$ cat config.mk
export PLATFORM = sky130hd
export DESIGN_NAME = tdm8_serializer
export DESIGN_NICKNAME = d
export VERILOG_FILES = /design/src/rtl/tdm8_pkg.sv /design/src/rtl/wc_edge_sync.sv /design/src/rtl/tdm8_serializer.sv
export SDC_FILE = /design/constraint.sdc
export NUM_CORES = 1
export LEC_CHECK = 0
export BUFFER_PORTS_ARGS = -buffer_cell sky130_fd_sc_hd__buf_4
export CORE_MARGIN = 4
export CORE_UTILIZATION = 55
export DETAILED_ROUTE_END_ITERATION = 8
export PLACE_DENSITY = 0.76
export RECOVER_POWER = 50
export SYNTH_ARGS = -nofsm -noshare
export SYNTH_HDL_FRONTEND = slang
export SYNTH_SLANG_ARGS = --single-unit
export TNS_END_PERCENT = 50
$ cat constraint.sdc
create_clock -name mclk -period 1.99 [get_ports mclk]
set_input_delay 0.2985 -clock mclk [delete_from_list [all_inputs] [get_ports mclk]]
set_output_delay 0.2985 -clock mclk [all_outputs]
set_load 0.03 [all_outputs]
$ cat src/rtl/tdm8_pkg.sv
// Shared frame geometry, shadow-bank types and the frame packing helper for the TDM8 serializer.
package tdm8_pkg;

  localparam int SLOTS       = 8;
  localparam int DATA_W      = 24;
  localparam int SLOT_W      = 32;
  localparam int FRAME_W     = SLOTS * SLOT_W;
  localparam int BITCNT_W    = $clog2(FRAME_W);
  localparam int USER_W      = 4;
  localparam int SYNC_STAGES = 2;

  typedef logic [DATA_W-1:0] slot_word_t;
  typedef slot_word_t [SLOTS-1:0] shadow_bank_t;

  // Slot 0 lands in the frame MSBs; user bits occupy slot 7 bits 24..27.
  function automatic logic [FRAME_W-1:0] pack_frame(input shadow_bank_t bank,
                                                     input logic [USER_W-1:0] usr);
    logic [FRAME_W-1:0] f;
    f = '0;
    for (int s = 0; s < SLOTS; s++) begin
      f[FRAME_W-1-s*SLOT_W -: DATA_W] = bank[s];
    end
    f[SLOT_W-DATA_W-1 -: USER_W] = usr;
    return f;
  endfunction

endpackage

$ cat src/rtl/wc_edge_sync.sv
// Synchronises an asynchronous frame clock into the local domain and emits a
// one-cycle registered pulse on each rising edge.
module wc_edge_sync #(
  parameter int SYNC_STAGES = 2
) (
  input  logic i_clk,
  input  logic i_rst,
  input  logic i_async,
  output logic o_rise
);

  logic [SYNC_STAGES-1:0] r_sync;
  logic                   r_prev;
  logic                   r_rise;

  always_ff @(posedge i_clk) begin
    if (i_rst) begin
      r_sync <= '0;
      r_prev <= 1'b0;
      r_rise <= 1'b0;
    end else begin
      r_sync <= {r_sync[SYNC_STAGES-2:0], i_async};
      r_prev <= r_sync[SYNC_STAGES-1];
      r_rise <= r_sync[SYNC_STAGES-1] & ~r_prev;
    end
  end

  assign o_rise = r_rise;

endmodule

$ cat src/rtl/tdm8_serializer.sv
// Serialises eight 24-bit words per word clock into a 256-bit TDM8 DSP-mode frame.
// Optional build macro TDM8_USER_BITS_EN carries the user nibble in slot 7 pad bits.
module tdm8_serializer
  import tdm8_pkg::*;
(
  input  logic              mclk,
  input  logic              rst,
  input  logic              bit_en,
  input  logic              wordclock,
  input  logic [DATA_W-1:0] word0,
  input  logic [DATA_W-1:0] word1,
  input  logic [DATA_W-1:0] word2,
  input  logic [DATA_W-1:0] word3,
  input  logic [DATA_W-1:0] word4,
  input  logic [DATA_W-1:0] word5,
  input  logic [DATA_W-1:0] word6,
  input  logic [DATA_W-1:0] word7,
  input  logic [USER_W-1:0] user,
  output logic              sdata,
  output logic              fsync,
  output logic              locked,
  output logic              frame_err
);

  logic                 w_wd_rise;
  shadow_bank_t         w_in_bank;
  shadow_bank_t         w_src_bank;
  logic [USER_W-1:0]    w_src_user;
  logic [FRAME_W-1:0]   w_frame;
  logic                 w_frame_end;
  logic                 w_start;
  logic                 w_missing;
  logic                 w_early;
  logic                 w_ontime;

  shadow_bank_t         r_shadow;
  logic                 r_pending;
  logic                 r_active;
  logic [BITCNT_W-1:0]  r_bitcnt;
  logic [FRAME_W-2:0]   r_shift;
  logic                 r_sdata;
  logic                 r_fsync;
  logic                 r_err;
  logic [1:0]           r_good;

  wc_edge_sync #(.SYNC_STAGES(SYNC_STAGES)) u_wc_edge_sync (
    .i_clk   (mclk),
    .i_rst   (rst),
    .i_async (wordclock),
    .o_rise  (w_wd_rise)
  );

  assign w_in_bank = {word7, word6, word5, word4, word3, word2, word1, word0};

`ifdef TDM8_USER_BITS_EN
  logic [USER_W-1:0] r_user;

  always_ff @(posedge mclk) begin
    if (rst) begin
      r_user <= '0;
    end else if (w_wd_rise) begin
      r_user <= user;
    end
  end

  assign w_src_user = w_wd_rise ? user : r_user;
`else
  logic w_unused_user;
  assign w_unused_user = ^user;
  assign w_src_user    = '0;
`endif

  // A start coinciding with wd_rise takes the live inputs, since the shadow is only just loading.
  assign w_src_bank  = w_wd_rise ? w_in_bank : r_shadow;
  assign w_frame     = pack_frame(w_src_bank, w_src_user);
  assign w_frame_end = &r_bitcnt;
  assign w_start     = bit_en & (r_pending | w_wd_rise);
  assign w_missing   = bit_en & ~w_start & r_active & w_frame_end;
  assign w_early     = w_wd_rise & r_active & ~w_frame_end & ~r_pending;
  assign w_ontime    = w_start & r_active & w_frame_end;

  always_ff @(posedge mclk) begin
    if (rst) begin
      r_shadow  <= '0;
      r_pending <= 1'b0;
      r_active  <= 1'b0;
      r_bitcnt  <= '0;
      r_shift   <= '0;
      r_sdata   <= 1'b0;
      r_fsync   <= 1'b0;
      r_err     <= 1'b0;
      r_good    <= 2'd0;
    end else begin
      r_err <= w_early | w_missing;

      if (w_wd_rise) begin
        r_shadow <= w_in_bank;
      end

      if (w_start) begin
        r_pending <= 1'b0;
      end else if (w_wd_rise) begin
        r_pending <= 1'b1;
      end

      // A missing edge lets the drained shift register run on, giving an all-zero frame.
      if (w_start) begin
        r_active <= 1'b1;
        r_bitcnt <= '0;
        r_shift  <= w_frame[FRAME_W-2:0];
        r_sdata  <= w_frame[FRAME_W-1];
        r_fsync  <= 1'b1;
      end else if (bit_en) begin
        r_bitcnt <= r_bitcnt + BITCNT_W'(1);
        r_shift  <= {r_shift[FRAME_W-3:0], 1'b0};
        r_sdata  <= r_shift[FRAME_W-2];
        r_fsync  <= w_missing;
      end

      if (w_early | w_missing) begin
        r_good <= 2'd0;
      end else if (w_ontime && (r_good != 2'd2)) begin
        r_good <= r_good + 2'd1;
      end
    end
  end

  assign sdata     = r_sdata;
  assign fsync     = r_fsync;
  assign frame_err = r_err;
  assign locked    = (r_good == 2'd2);

endmodule
==> results of run 1 <==
[report_power, final]
group	switching (mW)	internal, mW
Combinational	0.833	0.762
Sequential	0.121	9.41
Clock	3.49	5.34
[final cells by class]
cell class / instances / share of cell area
timing repair buffer: 256 / 0.102
clock inverter: 11 / 0.00684
clock buffer: 72 / 0.0647
sequential: 458 / 0.415
inverter: 4 / 0.000678
tap: 442 / 0.0250
multi-input combinational: 1355 / 0.386
[worst register-to-register path: stages, from the launching register on]
cell and delay (ns):
dfxtp_4 0.43, buf_12 0.24, nor2_4 0.15, buf_4 0.36, nand2_1 0.12, a311oi_1 0.30
[registers in the layout, summed over array words and instances (netlist names)]
| name | flops |
|---|---|
| r_shift | 247 |
| r_shadow | 192 |
| r_bitcnt | 8 |
| u_wc_edge_sync.o_rise | 1 |
| u_wc_edge_sync.r_sync | 2 |
| r_good | 2 |
| frame_err | 1 |
| fsync | 1 |
| r_active | 1 |
| sdata | 1 |
| r_pending | 1 |
| u_wc_edge_sync.r_prev | 1 |
[per-layer routing]
layer | wire [um] | GRT usage | vias to the layer above
met5 | 21 | 0 | -
met3 | 1870 | 0.0336 | 68
met4 | 685 | 0.0483 | 4
met2 | 18800 | 0.354 | 275
li1 | - | - | 7031
met1 | 18100 | 0.286 | 6548
[cells by family (layout without fill, tap and decap cells)]
| group | Yosys count | after routing | share of synthesized area |
|---|---|---|---|
| xor gates and xnor gates | 5 | 5 | 0.00236 |
| buffers and inverters | 168 | 343 | 0.0429 |
| muxes | 316 | 316 | 0.171 |
| AOI/OAI and AO/OA | 340 | 340 | 0.120 |
| adders and majority gates | 2 | 2 | 0.00135 |
| DFF | 458 | 458 | 0.495 |
| and+or+nand+nor | 692 | 692 | 0.167 |
[layout by cell type (no fill, tap or decap), types with 2 or more instances in the layout]
cell type	instances
xor2_1	4
dfxtp_4	2
buf_12	28
clkbuf_8	14
and3_1	2
dfxtp_1	456
or3_1	2
nand4_1	4
nor3_1	2
clkbuf_1	14
ha_1	2
nand2_1	218
nor2_1	292
a21oi_1	143
buf_4	216
clkbuf_2	3
inv_1	4
a311oi_2	18
clkbuf_16	48
o21ai_0	53
a22oi_1	14
a311oi_1	21
mux2i_1	316
nand3_1	3
nand2b_1	155
clkinv_2	5
bufinv_16	3
nor2_2	4
o211ai_1	88
nor2b_1	4
dlygate4sd3_1	4
[how the worst max path moves through the flow]
stage | startpoint | end | cells past startpoint
after global placement | r_pending | r_shift[181] | 5
after floorplan | r_good[0] | r_good[1] | 6
after detailed placement | r_pending | r_shift[169] | 5
final | rst | r_shift[25] | 5
after global routing | rst | r_shift[25] | 5
after CTS | r_pending | r_shift[209] | 5
[repair_timing]
action / in CTS / in global routing
resized for setup: 0 / 0
hold endpoints to repair: 4 / 0
hold buffers: 4 / 0
setup endpoints to repair: 0 / 0
buffers inserted: 0 / 0
==> flow_metrics.tcl, run 1 <==
set metrics [dict create \
    post-route-drc-count 0 \
    setup_viol 0 \
    grt_overflow 0 \
    power.leakage_nw 8.14 \
    yosysWarnings 0 \
    min_period_over_period 0.895 \
    grt_pass1_wl_um 65400 \
    fin_skew_ns 0.0167 \
    total_power_mw 20.0 \
    synth_top_area_share 0.495 \
    multiInputGateArea_um2 8540 \
    row_count 66 \
    synthDistinctLibCells 35 \
    insertion_delay_ns 0.54 \
    worst-setup-path-type "primary input to flip-flop" \
    async_flop_share 0 \
    powerDensity_nw_per_um2 902 \
    grt_setup_unrepaired "false" \
    relSlewSlack 0.0634 \
    hpwl_um 25500 \
    grt_max_degree 97 \
    path_max_fanout 48 \
    crit_slowest_cell "clkbuf_2" \
    numPlacedInstances 2511 \
    grt_usage 0.210 \
    reg2reg_slack_ns 0.29 \
    drt-initial-drc-count 629 \
    ant_nets 0 \
    syn_inst 1981 \
    synth_area_um2 18500 \
    r2r-end "r_shift[209]" \
    synth.most_common_cell "dfxtp_1" \
    synth_area_leaders "dfxtp_1, mux2i_1, nor2_1" \
    grt_pass1_vias 13615 \
    seq_area_um2 9180 \
    maxSlewViolCount 0 \
    diodes 0 \
    start_util 0.564 \
    synth_area_per_cell_um2 9.35 \
    place_congestion 0.770 \
    cts_tree "done" \
    numCtsBuffers 46 \
    period_needed_ns 1.78 \
    clkSinkCount 458 \
    ctsRootBufferMaster "clkbuf_16" \
    cp_num_buf_inv 2 \
    tightestPinTransition_ns 1.40 \
    layout-drive-gt1-share 0.162 \
    max_stage_delay_ns 0.99 \
    utilization 0.673 \
    ys_seq_elements 458 \
    r2r_start "r_pending" \
    die_width_um 192 \
    dp_slack_ns 0.306 \
    clock.fmax_ghz 0.562 \
    hold_path_end "r_shadow[149]" \
    clkTransAtPathRegs_ns 0.06 \
    drv_cap 0 \
    worstHoldPathCells 3 \
    hold-worst-slack_ns 0.0162 \
    crit_family "buffers and inverters" \
    holdCritPathClass "primary input to flip-flop" \
    layout_setup_ws_ns 0.209 \
    core_um2 32900 \
    finalSetupTns_ns 0 \
    syn_nets 2183 \
    route.vias.total 13926 \
    min_from "word6[5]" \
    yosysSeqAreaShare 0.495 \
    crit_required_ns 2.42 \
    endpoint_kind "flip-flop" \
    grt_antenna_before_repair 2 \
    routed_wl_um 39500 \
    via_per_inst 5.36 \
    final_nets 2323 \
    ir_worst_vdd_mv 0.765 \
    synth_edf_count 0 \
    finalHoldViolations 0 \
    synthToLayoutAreaGrowth_pct 19.5 \
    synthTopCellsByCount "dfxtp_1, mux2i_1, nor2_1" \
    nFillCells 2591 \
    cp-start-kind "primary input" \
    io_pins 204 \
    htreeDepth 2 \
    fin_cells 2598 \
    dr.pass1.iters 6 \
    status "complete, no violations" \
    arrival_ns 2.21 \
    dpl_cell_area_um2 20600 \
    dieArea_um2 36700 \
    die_h_um 192 \
    crit_chain "clkbuf_2, buf_4, nor2_1, a22oi_1, mux2i_1" \
    final_area_um2 22100 \
    port_buffers 199 \
    ys.flop_type "dfxtp_1" \
    wire_per_inst_um 15.2 \
    rr_worst_depth 5 \
    synth_top_area_cell "dfxtp_1" \
    clk_path_buf_depth 3 \
]
No activity file was read; power rests on OpenSTA's default activity.
==> run 2: changes to the inputs <==
--- a/config.mk
+++ b/config.mk
@@ -5,9 +5,11 @@
 export SDC_FILE = /design/constraint.sdc
 export NUM_CORES = 1
 export LEC_CHECK = 0
+export ABC_AREA = 1
 export BUFFER_PORTS_ARGS = -buffer_cell sky130_fd_sc_hd__buf_4
 export CORE_MARGIN = 4
 export CORE_UTILIZATION = 55
+export CTS_BUF_LIST = sky130_fd_sc_hd__clkbuf_8
 export DETAILED_ROUTE_END_ITERATION = 8
 export PLACE_DENSITY = 0.76
 export RECOVER_POWER = 50
==> run 2 against run 1 <==
Against the previous run: combinational power shrank 9%; flip-flop and latch count unchanged; critical path type unchanged; via count rose by 15%; largest power group unchanged.
==> flow_metrics.tcl, run 2 <==
set metrics [dict create \
    mostFrequentLayoutCells "nand2_1, dfxtp_1, a21oi_1, buf_4, a31oi_1" \
    clkSinkCount 458 \
    crit_family "buffers and inverters" \
    htreeDepth 3 \
    clkPwrFrac 0.417 \
    io_pins 204 \
    pwr-share-seq 0.505 \
    clk_path_buf_depth 3 \
    maxSlewViolCount 0 \
    cp-start-kind "primary input" \
    syn_nets 2568 \
    dr.pass1.iters 6 \
    synth_area_um2 17500 \
    die_width_um 186 \
    power.leakage_nw 9.16 \
    synth_edf_count 0 \
    layout_setup_ws_ns 0.272 \
    period_needed_ns 1.72 \
    path_max_fanout 45 \
    grt_pass1_wl_um 70500 \
    fin_skew_ns 0.0288 \
    synth.most_common_cell "nand2_1" \
    powerDensity_nw_per_um2 865 \
    routed_wl_um 42600 \
    synthTopCellsByCount "nand2_1, dfxtp_1, a21oi_1" \
    post_cts_buffers 0 \
    via_per_inst 5.21 \
    crit_required_ns 2.42 \
    finalSetupTns_ns 0 \
    layout-drive-gt1-share 0.132 \
    insertion_delay_ns 0.59 \
    final_nets 2818 \
    grt_antenna_before_repair 2 \
    arrival_ns 2.15 \
    p_int_mw 14.3 \
    ys.flop_type "dfxtp_1" \
    grt_overflow 0 \
    regMostFlops "r_shift" \
    synthToLayoutAreaGrowth_pct 24.3 \
    drv_cap 0 \
    endpoint_kind "flip-flop" \
    p_switching_mw 4.47 \
    grt_setup_unrepaired "false" \
    holdCritPathClass "primary input to flip-flop" \
    dieArea_um2 34700 \
    synth_area_per_cell_um2 7.38 \
    total_power_mw 18.8 \
    dp_slack_ns 0.253 \
    ir_worst_vdd_mv 0.528 \
    place_congestion 0.780 \
    synth_top_area_share 0.525 \
    hpwl_um 25100 \
    numCtsBuffers 74 \
    core_um2 31000 \
    async_flop_share 0 \
    yosysSeqAreaShare 0.525 \
    final_common_cell "nand2_1" \
    relSlewSlack 0.341 \
    grt_usage 0.240 \
    reg.largest.list "r_shift x247, r_shadow x192, r_bitcnt x8" \
    yosysWarnings 0 \
    post-route-drc-count 0 \
    min_period_over_period 0.863 \
    start_util 0.563 \
    die_h_um 186 \
    clock.fmax_ghz 0.582 \
    finalHoldViolations 0 \
    row_count 64 \
    largest_reg_flops 247 \
    route.vias.total 15967 \
    setup_viol 0 \
    nFillCells 2462 \
    max_stage_delay_ns 0.75 \
    tightestPinTransition_ns 0.989 \
    p_comb_frac 0.078 \
    cts_tree "done" \
    wire_per_inst_um 13.9 \
    syn_inst 2366 \
    worst-setup-path-type "primary input to flip-flop" \
    postCtsResizedCells 0 \
    ys_seq_elements 458 \
    cp_num_buf_inv 3 \
    grt_pass1_vias 14994 \
    synth_area_leaders "dfxtp_1, nand2_1, a21oi_1" \
    ant_nets 0 \
    synth_top_area_cell "dfxtp_1" \
    grt_max_degree 104 \
    status "complete, no violations" \
    drt-initial-drc-count 1086 \
    crit_slowest_cell "clkbuf_2" \
    ctsRootBufferMaster "clkbuf_8" \
    crit_chain "dlygate4sd3_1, buf_8, clkbuf_2, nor2_1, o21ai_0, a21oi_1" \
    clkTransAtPathRegs_ns 0.07 \
    port_buffers 199 \
    synthDistinctLibCells 27 \
    p_sw_frac 0.238 \
]
run 2: stage by stage:
stage          std cells  instance area (um^2)  hold slack [ns]  utilization
5_1_grt             3063                 21700          0.00859        0.700
4_1_cts             3063                 21700          0.00117        0.701
3_3_place_gp        2830                 19200            0.369        0.620
3_5_place_dp        2830                 19200            0.380        0.620
6_report            3064                 21700           0.0276        0.700
2_1_floorplan       2366                 17500            0.373            -
run 2: kinds of logic (layout without fill, tap and decap cells):
logic type	after synthesis	after routing	share of synthesized area
xor+xnor	1	1	0.000502
buf+inv	269	570	0.0651
compound gates	461	461	0.149
mux	2	2	0.00115
other cells	0	1	0
simple gates	1173	1173	0.258
flops	458	458	0.525
fa+ha+maj	2	2	0.00143
run 2: tightest hold or removal path, cell delays in order:
cell and delay (ns):
buf_4 0.11, nand2_1 0.09, a21oi_1 0.07
run 2: worst paths after layout:
kind / cells after the start / slack, ns / endpoint / start
max: 6 / 0.27 / r_shift[78] / rst
min: 3 / 0.03 / r_shadow[94] / word3[22]
max reg2reg: 8 / 0.28 / r_bitcnt[7] / u_wc_edge_sync.o_rise
min reg2reg: 1 / 0.40 / u_wc_edge_sync.o_rise / u_wc_edge_sync.r_prev
run 2: final cells by class:
type	count	area, um^2	share of cell area
diodes	1	2.50	0.000115
clock buffers	94	1290	0.0596
clock inverters	33	150	0.00692
inverters	107	417	0.0192
multi-input cells	1639	7160	0.330
flip-flops and latches	458	9170	0.423
well taps	396	495	0.0228
repair buffers	336	3000	0.138
run 2: repair_timing:
item                       in CTS  in global routing
hold endpoints to repair      118                  0
setup endpoints to repair       0                  0
hold buffers                  106                  0
run 2: per-layer routing:
layer | wire length, um | track usage | vias to the layer above
li1 | - | - | 8119
met4 | 773 | 0.0697 | 4
met5 | 25 | 0 | -
met3 | 2320 | 0.0451 | 76
met1 | 19200 | 0.320 | 7369
met2 | 20300 | 0.403 | 399
run 2: power groups by stage:
stage / Sequential (mW) / Combinational (mW) / Clock [mW]
final: 9.48 / 1.45 / 7.83
after global routing: 9.49 / 1.61 / 8.40
after CTS: 9.48 / 1.46 / 8.00
after detailed placement: 9.67 / 1.29 / 0
after global placement: 9.67 / 1.27 / 0
after floorplan: 9.65 / 0.739 / 0
==> run 3: changes to the inputs <==
--- a/config.mk
+++ b/config.mk
@@ -7,6 +7,7 @@
 export LEC_CHECK = 0
 export ABC_AREA = 1
 export BUFFER_PORTS_ARGS = -buffer_cell sky130_fd_sc_hd__buf_4
+export CORE_ASPECT_RATIO = 2
 export CORE_MARGIN = 4
 export CORE_UTILIZATION = 55
 export CTS_BUF_LIST = sky130_fd_sc_hd__clkbuf_8
==> run 3 against run 2 <==
Against the previous run: hold slack better by 0.0047 ns; total power fell by 2.1%; sequential share of layout area is 0.96 points lower; critical path depth is 1 higher; first-iteration DRC count fell by 10%; wire length up 7.7%; clock power fell by 6.6%; combinational power rose by 9.7%; flip-flop and latch count unchanged; cell count increased by 2.3%; fmax fell by 2.9%; sequential power barely moved; critical path type is now flip-flop to flip-flop.
==> flow_metrics.tcl, run 3 (same netlist as run 2, synthesis figures left out) <==
set metrics [dict create \
    status "complete, no violations" \
    numCtsBuffers 60 \
    critPathLaunch "u_wc_edge_sync.o_rise" \
    crit_family "simple AND/OR/NAND/NOR gates" \
    port_buffers 199 \
    crit_slowest_cell "buf_12" \
    final_area_um2 22200 \
    place_congestion 0.817 \
    worst-setup-path-type "flip-flop to flip-flop" \
    holdCritPathClass "primary input to flip-flop" \
    r2r-end "r_shift[45]" \
    drv_cap 0 \
    die_width_um 134 \
    clock.fmax_ghz 0.565 \
    maxSlewViolCount 0 \
    grt_usage 0.259 \
    clkSinkCount 458 \
    regMostFlops "r_shift" \
    finalSetupTns_ns 0 \
    reg.largest.list "r_shift x247, r_shadow x192, r_bitcnt x8" \
    layout-drive-gt1-share 0.126 \
    power.leakage_nw 9.29 \
    cts_tree "done" \
    grt_antenna_before_repair 2 \
    r2r_start "u_wc_edge_sync.o_rise" \
    crit_cells 7 \
    core_um2 31400 \
    ir_worst_vdd_mv 0.566 \
    wire_per_inst_um 14.6 \
    drt-initial-drc-count 973 \
    path_max_fanout 172 \
    relSlewSlack 0.347 \
    final_nets 2868 \
    post-route-drc-count 0 \
    post_cts_buffers 0 \
    grt_overflow 0 \
    final_common_cell "nand2_1" \
    grt_pass1_wl_um 75500 \
    via_per_inst 5.27 \
    cp-start-kind "flip-flop" \
    setup_viol 0 \
    routed_wl_um 45900 \
    reg2reg_slack_ns 0.22 \
    min_period_over_period 0.889 \
    mostFrequentLayoutCells "nand2_1, dfxtp_1, a21oi_1, buf_4, dlygate4sd3_1" \
    met2_length_um 23500 \
    dieArea_um2 34800 \
    largest_reg_flops 247 \
    cp_common_cell "nand2_1" \
    io_pins 204 \
    crit_end "r_shift[45]" \
    ant_nets 0 \
    clkTransAtPathRegs_ns 0.07 \
    drt-met1-wl_um 18100 \
    grt_setup_unrepaired "false" \
    powerDensity_nw_per_um2 828 \
    htreeDepth 2 \
    dpl_cell_area_um2 19200 \
    arrival_ns 2.35 \
    crit_chain "buf_12, nand2_1, nand2_1, nand2_1, nand3_1, nand2_1, inv_1" \
    die_h_um 260 \
    postCtsHoldBufs 170 \
    insertion_delay_ns 0.63 \
    fin_skew_ns 0.0156 \
    start_util 0.556 \
    postCtsResizedCells 0 \
    synthToLayoutAreaGrowth_pct 27.2 \
    highest_layer "met5" \
    row_count 92 \
    hpwl_um 26100 \
    dr_wl_met3_um 2370 \
    rr_worst_depth 7 \
    grt_pass1_vias 16513 \
    finalHoldViolations 0 \
    ctsRootBufferMaster "clkbuf_8" \
    layout_setup_ws_ns 0.221 \
    clk_path_buf_depth 3 \
    period_needed_ns 1.77 \
    max_stage_delay_ns 0.41 \
    tightestPinTransition_ns 0.979 \
    cp_num_buf_inv 2 \
    dr.pass1.iters 5 \
    crit_required_ns 2.57 \
    grt_max_degree 173 \
    dp_slack_ns 0.366 \
    route.vias.total 16505 \
    endpoint_kind "flip-flop" \
]
run 3: cell count changes in the layout (fill, tap and decap cells not counted), moves of 2 or more:
cell	change
bufinv_16	+2
clkbuf_8	-12
dlygate4sd3_1	+65
inv_1	-11
inv_6	-2
or2_0	-2
or2_1	+2
run 3: routing by layer:
layer,up-vias,global-route usage
met5,-,0
met3,130,0.0403
met4,2,0.125
met2,518,0.470
met1,7656,0.293
li1,8199,-
run 3: final cells by class:
class	instances	area, um^2
diodes	1	2.50
clock buffers	82	1130
clock inverters	23	153
fillers	2471	9220
inverters	107	417
multi-input cells	1639	7160
flip-flops and latches	458	9170
well taps	423	529
repair buffers	400	3640
run 3: metrics by stage:
step / instances / total power, mW / utilization / hold WS, ns
detailed placement: 2856 / 11.0 / 0.612 / 0.378
global placement: 2856 / 11.0 / 0.612 / 0.369
CTS: 3131 / 18.5 / 0.707 / 0.00167
floorplan: 2366 / 10.4 / - / 0.373
global route: 3133 / 19.1 / 0.707 / 0.0100
finish: 3133 / 18.4 / 0.707 / 0.0323
run 3: power breakdown:
group | internal (mW) | switching (mW) | total, mW
Combinational | 0.753 | 0.835 | 1.59
Sequential | 9.38 | 0.0931 | 9.47
Clock | 3.90 | 3.41 | 7.31
run 3: tightest hold or removal path, cell delays in order:
cell and delay [ns]:
buf_4 0.07, nand2_1 0.04, o21ai_0 0.10, inv_1 0.05
nor2_1 0.07
run 3: how the worst min path moves through the flow:
stage | from | endpoint | slack [ns] | depth (start not counted)
floorplan | u_wc_edge_sync.r_prev | u_wc_edge_sync.o_rise | 0.37 | 1
global placement | u_wc_edge_sync.r_prev | u_wc_edge_sync.o_rise | 0.37 | 1
detailed placement | u_wc_edge_sync.r_prev | u_wc_edge_sync.o_rise | 0.38 | 1
CTS | word2[1] | r_shadow[49] | 0.002 | 4
global route | word0[1] | r_shadow[1] | 0.01 | 5
finish | word7[0] | r_shadow[168] | 0.03 | 5
